[config.mk]
export PLATFORM = sky130hd
export DESIGN_NAME = reg_file_param
export DESIGN_NICKNAME = d
export VERILOG_FILES = /design/src/rtl/reg_file_param.sv
export SDC_FILE = /design/constraint.sdc
export NUM_CORES = 2
export LEC_CHECK = 0
export BUFFER_PORTS_ARGS = -buffer_cell sky130_fd_sc_hd__buf_2
export CAP_MARGIN = 20
export CORE_MARGIN = 4
export CORE_UTILIZATION = 40
export DETAILED_ROUTE_END_ITERATION = 8
export GPL_TIMING_DRIVEN = 1
export PLACE_DENSITY_LB_ADDON = 0.08
export SYNTH_ARGS = -nofsm -noshare
export SYNTH_HDL_FRONTEND = slang
export SYNTH_SLANG_ARGS = --single-unit
export TNS_END_PERCENT = 50
[constraint.sdc]
create_clock -name clk -period 5.6 [get_ports clk]
set_input_delay 1.12 -clock clk [delete_from_list [all_inputs] [get_ports clk]]
set_output_delay 1.12 -clock clk [all_outputs]
set_load 0.01 [all_outputs]
[src/rtl/reg_file_param.sv]
// Parametrised integer register file: byte-masked write port, two bypassed
// read ports, per-entry pending bits and a multi-cycle sweep-clear engine.
module reg_file_param #(
   parameter int DATA_W   = 64,
   parameter int DEPTH    = 32,
   parameter int ADDR_W   = 5,
   parameter int ZERO_REG = 1,
   parameter int BYPASS   = 1
) (
   input  logic                clk,
   input  logic                reset,
   input  logic                write,
   input  logic [ADDR_W-1:0]   wrAddr,
   input  logic [DATA_W-1:0]   wrData,
   input  logic [DATA_W/8-1:0] wrMask,
   input  logic [ADDR_W-1:0]   rdAddrA,
   input  logic [ADDR_W-1:0]   rdAddrB,
   output logic [DATA_W-1:0]   rdDataA,
   output logic [DATA_W-1:0]   rdDataB,
   output logic                rdBusyA,
   output logic                rdBusyB,
   input  logic                pendSet,
   input  logic [ADDR_W-1:0]   pendAddr,
   input  logic                clrStart,
   output logic                clrBusy
);

   localparam int NB    = DATA_W / 8;
   localparam int IDX_W = (DEPTH > 1) ? $clog2(DEPTH) : 1;
   localparam logic [ADDR_W:0]   LP_DEPTH = (ADDR_W+1)'(DEPTH);
   localparam logic [ADDR_W-1:0] LP_LAST  = ADDR_W'(DEPTH - 1);

   typedef enum logic {S_IDLE, S_CLEAR} state_t;

   state_t              r_state;
   state_t              w_state_nx;
   logic [DATA_W-1:0]   r_mem [DEPTH];
   logic [DEPTH-1:0]    r_pend;
   logic [ADDR_W-1:0]   r_ptr;

   logic                w_idle;
   logic                w_wr_ok;
   logic                w_ps_ok;
   logic                w_byp_a;
   logic                w_byp_b;
   logic [DATA_W-1:0]   w_bmask;
   logic [DATA_W-1:0]   w_merge;

   // Entry is addressable, and not the hardwired zero register
   function automatic logic f_ok(input logic [ADDR_W-1:0] a);
      f_ok = ({1'b0, a} < LP_DEPTH) && !((ZERO_REG != 0) && (a == '0));
   endfunction

   function automatic logic [IDX_W-1:0] f_idx(input logic [ADDR_W-1:0] a);
      f_idx = a[IDX_W-1:0];
   endfunction

   assign w_idle  = (r_state == S_IDLE);
   assign w_wr_ok = write && w_idle && f_ok(wrAddr);
   assign w_ps_ok = pendSet && w_idle && f_ok(pendAddr);
   assign w_byp_a = (BYPASS != 0) && w_wr_ok && (wrAddr == rdAddrA);
   assign w_byp_b = (BYPASS != 0) && w_wr_ok && (wrAddr == rdAddrB);
   assign clrBusy = (r_state == S_CLEAR);

   always_comb begin
      w_bmask = '0;
      for (int i = 0; i < NB; i++)
         w_bmask[8*i +: 8] = {8{wrMask[i]}};
   end

   assign w_merge = (r_mem[f_idx(wrAddr)] & ~w_bmask) | (wrData & w_bmask);

   always_comb begin
      rdDataA = '0;
      rdBusyA = 1'b0;
      if (f_ok(rdAddrA)) begin
         if (w_byp_a) begin
            rdDataA = w_merge;
         end else begin
            rdDataA = r_mem[f_idx(rdAddrA)];
            rdBusyA = r_pend[f_idx(rdAddrA)];
         end
      end
   end

   always_comb begin
      rdDataB = '0;
      rdBusyB = 1'b0;
      if (f_ok(rdAddrB)) begin
         if (w_byp_b) begin
            rdDataB = w_merge;
         end else begin
            rdDataB = r_mem[f_idx(rdAddrB)];
            rdBusyB = r_pend[f_idx(rdAddrB)];
         end
      end
   end

   always_comb begin
      w_state_nx = r_state;
      unique case (r_state)
         S_IDLE:  if (clrStart) w_state_nx = S_CLEAR;
         S_CLEAR: if (r_ptr == LP_LAST) w_state_nx = S_IDLE;
         default: w_state_nx = S_IDLE;
      endcase
   end

   always_ff @(posedge clk) begin
      if (reset) begin
         r_state <= S_IDLE;
         r_ptr   <= '0;
         r_pend  <= '0;
         for (int i = 0; i < DEPTH; i++)
            r_mem[i] <= '0;
      end else begin
         r_state <= w_state_nx;
         if (r_state == S_CLEAR) begin
            r_mem[f_idx(r_ptr)]  <= '0;
            r_pend[f_idx(r_ptr)] <= 1'b0;
            r_ptr                <= r_ptr + ADDR_W'(1);
         end else begin
            if (clrStart)
               r_ptr <= '0;
            if (w_wr_ok) begin
               r_mem[f_idx(wrAddr)]  <= w_merge;
               r_pend[f_idx(wrAddr)] <= 1'b0;
            end
            // Later assignment: pendSet wins over a same-cycle write
            if (w_ps_ok)
               r_pend[f_idx(pendAddr)] <= 1'b1;
         end
      end
   end

endmodule
Yosys cells after proc, flatten, opt, wreduce, memory -nomap -nowiden. Memories as Yosys holds them, arrays and structs flattened. Cells that the tools add are included.

Register bits: 38. Input bits: 97. Word-level logic and storage cells: 87. Output and inout bits: 131. Memories: 1. Memory bits (writable): 2048.

Memories: r_mem (depth 32, bits a word 64, read ports 3, clocked after Yosys merged registers in 0, wr ports 32, RTL line 37) `logic [DATA_W-1:0] r_mem [DEPTH];`.

Reduce and logical (&&, ||, !) cells: 18. Eq/ne operators: 3. Multiplexer cells: 43. Add/subtract/negate cells: 1. $lt $le $gt $ge: 8. Bitwise operators: 10.

Operator list (number): 64-bit two-way mux (6); 32-bit two-way mux (5); 64-bit bitwise AND (2); 64-bit OR reduction (2); 32-bit bitwise AND (2); 32-bit inverter (2); 64-bit inverter (1); 64-bit OR (1); 32-bit OR (1); 5-bit by 6-bit < comparator with 1-bit output, second input constant (5); 1-bit two-way mux (22); 5-bit zero test (4); 5-bit two-way mux (4); 1-bit demux with 5-bit select (3); 5-bit by 1-bit >= comparator with 1-bit output, second input constant (3); 1-bit binary-select mux with 5-bit select (2); 5-bit == test (2); 1-bit logical AND (9); 5-bit by 1-bit adder with 5-bit output, second input constant (1); 5-bit == test, second input constant (1); 1-bit zero test (2); 1-bit one-hot mux with 2 select lines (1); 2-bit nonzero test (1); 1-bit inverter (1).

Longest topological paths before layout.
Depth after elaboration: 12. Depth in mapped cells: 13. Depth with buffers taken out: 6.

Worst setup path before layout. Ideal clock, no wire load.

Path type: input-to-reg. Start point: input port wrAddr[1]. End point: memory r_mem[17][0], enable pin. Data arrival time: 4275 ps. Data required time: 5167 ps. Path buffers: 7. Cell stages on the path: 11. Setup time: 433 ps. Slack: 892 ps. Path through: buf_2 > buf_6 > buf_4 > buf_4 > buf_4 > buf_2 > o21ai_0 > and2_1 > buf_2 > nand4_1 > nand2b_1.

RTL lines: start, declared (RTL line 13) `input logic [ADDR_W-1:0] wrAddr,`; end, declared (RTL line 37).

Final worst setup path.
Start point: input port wrAddr[3]. End point: output port rdDataB[30].

Word-level cells in the longest chain between the ends: 6. Elaborated cells between the ends (all ways): 10. Classes of those cells: eq/ne (1); mux (2); bitwise (2); reduce/logical (4); memory (1).

RTL lines: parallel branches: the longest is 4 deep, another holds memory 32 x 64 bit; 64-bit two-way mux * (RTL line 90) `if (w_byp_b) begin`; 64-bit two-way mux * (RTL line 89) `if (f_ok(rdAddrB)) begin`; end, declared (RTL line 19) `output logic [DATA_W-1:0] rdDataB,`.

Every way passes the cells marked *.

==> impl_metrics.ini <==
[run_status]
status = complete, no violations

[yosys]
ys_seq_area_frac = 0.493
async_flop_share = 0
yosys_warnings = 0
synth_area_per_cell_sq_um = 13.4
syn_inst = 9450
yosys.cell_types.count = 96
yosysMostFrequentCell = edfxtp_1
synth_top_cell_area_share = 0.487
syn_area_sq_um = 126000
synth_top_cell_by_area = edfxtp_1
synth.area.top_cells = edfxtp_1, mux4_2, mux2i_1
ys_seq_elements = 2086
synth-edff-count = 2048
netlist_top_cells_count = edfxtp_1, nor2_1, mux4_2
ys.flop_type = edfxtp_1

[place]
dpl_cell_area_sq_um = 137000
gp_congestion = 0.932
pre_cts_slack_ps = 211
io_buffers = 227
dp_hpwl_um = 408000

[routing]
routed_wl_um = 667000
vias = 103000
drt_first_iter_violations = 18000
antenna_left = 0
via_per_inst = 7.36
drc = 0
wl_per_cell_um = 47.5
first_pass_iters = 6

[clocking]
clkTransAtPathRegs_ps = 60
tritoncts = done
ctsHoldBuffers = 0
cts_resized = 0
post_cts_buffers = 0
clk_path_buf_depth = 4
cts_inserted_buffers = 244
clock_sinks = 2086
clk_latency_ps = 970
root_buffer = clkbuf_16
htreeDepth = 4

[grt]
grt_pass1_vias = 99400
grt_max_degree = 117
top_usage_layer = met2
met3_usage = 0.126
antenna_found_initial = 51
met2_usage = 0.583
grt_usage = 0.400
overflow = 0
grt_pass1_wl_um = 887000
met1_usage = 0.514

[critical_path]
crit_end = rdDataB[30]
worstPathRequired_ps = 4480
ff2ff_setup_slack_ps = 1610
slowest_delay_ps = 670
arrival_ps = 4460
crit_path_start_kind = input port
reg2reg_to = r_mem[4][50]
r2r-start = clrBusy
crit_fanout = 29
reg2regPathDepth = 6
critPathKind = input port to output pin
endpoint_kind = output pin
path_cells = buf_4 > buf_4 > nor3b_4 > buf_12 > buf_4 > a22oi_1 > a41o_1 > o211ai_1 > buf_2
path_common_cell = buf_4
cp-startpoint = wrAddr[3]
crit_slowest_cell = o211ai_1

[sta]
min_period_ps = 5580
setup_viol = 0
worst_pin_slew_ps = 1280
slew_violations = 0
hold_viol = 0
clock.fmax_ghz = 0.179
rsz0062_at_grt = no
relSlewSlack = 0.145
period_share = 0.996
finalSetupTns_ps = 0
fin_ws_ps = 20.3
skew_ps = 61.7

[final_layout]
layout-drive-gt1-share = 0.287
n_fill_cell = 28000
fin_nets = 9749
area_growth_pct = 14.8
fin_area_sq_um = 145000
multi_input_area_sq_um = 60000
register_area_sq_um = 62300

[power]
pwr-share-comb = 0.169
ir_drop_uv = 333
p_int_w = 0.0299
seq_power_share = 0.432
p_leak_nw = 52.4
power_density_nw_per_um2 = 290
swShare = 0.290
power_frac_clock = 0.399
switchingPower_w = 0.0122

[worst_hold_path]
hold_class = input port to flip-flop

[floorplanning]
start_util = 0.401
die_w_um = 570
rows = 206
ios = 228
die_area_sq_um = 325000
fp.coreArea_sq_um = 315000
die-height_um = 570

[run]
timing.max_cap.violations = 0
final cells by class:
class	count	area share
antenna	39	0.000673
multi-input combinational	6326	0.414
clock buffer	281	0.0435
inverter	35	0.00106
clock inverter	166	0.0125
sequential	2086	0.429
timing repair buffer	954	0.0633
tap	4160	0.0359
how the worst min path moves through the flow:
stage,start,to,slack (ps),cells past startpoint
final,pendAddr[0],r_pend[13],480,3
after global routing,pendAddr[0],r_pend[13],500,3
after CTS,clrStart,clrBusy,430,3
after detailed placement,r_pend[28],r_pend[28],480,2
after floorplan,r_pend[2],r_pend[2],460,2
after global placement,r_pend[17],r_pend[17],470,2
metal layers:
layer / part of all wire / vias to the layer above
met1: 0.36 / 53900
met5: 0.00022 / -
met4: 0.078 / 22
met3: 0.13 / 2231
met2: 0.43 / 9466
li1: - / 37800
worst max-delay path: cells and delay by family:
kind,cells,cell delay [ps]
and+or+nand+nor,1,350
buffers and inverters,5,1650
AOI/OAI and AO/OA,3,1210
stage by stage:
stage	instances	total power, W	hold slack (ps)	util
CTS	14000	0.0419	434	0.461
global placement	13600	0.0253	470	0.435
finish	14000	0.0421	485	0.461
detailed placement	13600	0.0254	483	0.435
floorplan	9513	0.0223	460	-
global route	14000	0.0429	504	0.461
power groups by stage:
| stage | registers (W) | clock network [W] | logic (W) |
|---|---|---|---|
| 2_1_floorplan | 0.0183 | 0 | 0.00393 |
| 4_1_cts | 0.0182 | 0.0168 | 0.00691 |
| 3_3_place_gp | 0.0185 | 0 | 0.00688 |
| 6_report | 0.0182 | 0.0168 | 0.00713 |
| 5_1_grt | 0.0182 | 0.0175 | 0.00720 |
| 3_5_place_dp | 0.0185 | 0 | 0.00689 |
state kept, by name, indices dropped and copies added (netlist names):
register and cells:
r_ptr 5, r_mem 2048, clrBusy 1, r_pend 32
cells in the final DEF, fill, tap and decap left out, types with 31 or more instances in the layout:
cell	instances
edfxtp_1	2048
nor2_1	1924
mux4_2	1223
mux2i_1	948
buf_4	533
nand2_1	281
clkbuf_16	247
nor3_1	233
o22ai_1	220
buf_2	213
buf_12	197
a22oi_1	147
o221ai_1	140
nand3_1	108
a21oi_1	93
o21ai_0	79
conb_1	64
mux2_2	63
o211ai_1	51
clkinv_1	51
nand4_1	50
clkinv_2	48
a221oi_1	42
and2_1	41
diode_2	39
nor4_1	38
dfxtp_1	38
bufinv_16	34
clkbuf_1	34
nand2b_4	33
a22o_1	31
logic make-up after synthesis:
group | count (synthesis) | share of synthesized area
fa+ha+maj | 5 | 0.000495
compound gates | 1062 | 0.0640
simple gates | 2951 | 0.101
xor+xnor | 10 | 0.000693
other cells | 1 | 0.0000297
buf+inv | 1101 | 0.0426
mux | 2234 | 0.299
flops | 2086 | 0.493
(Power assumes the default switching activity.)
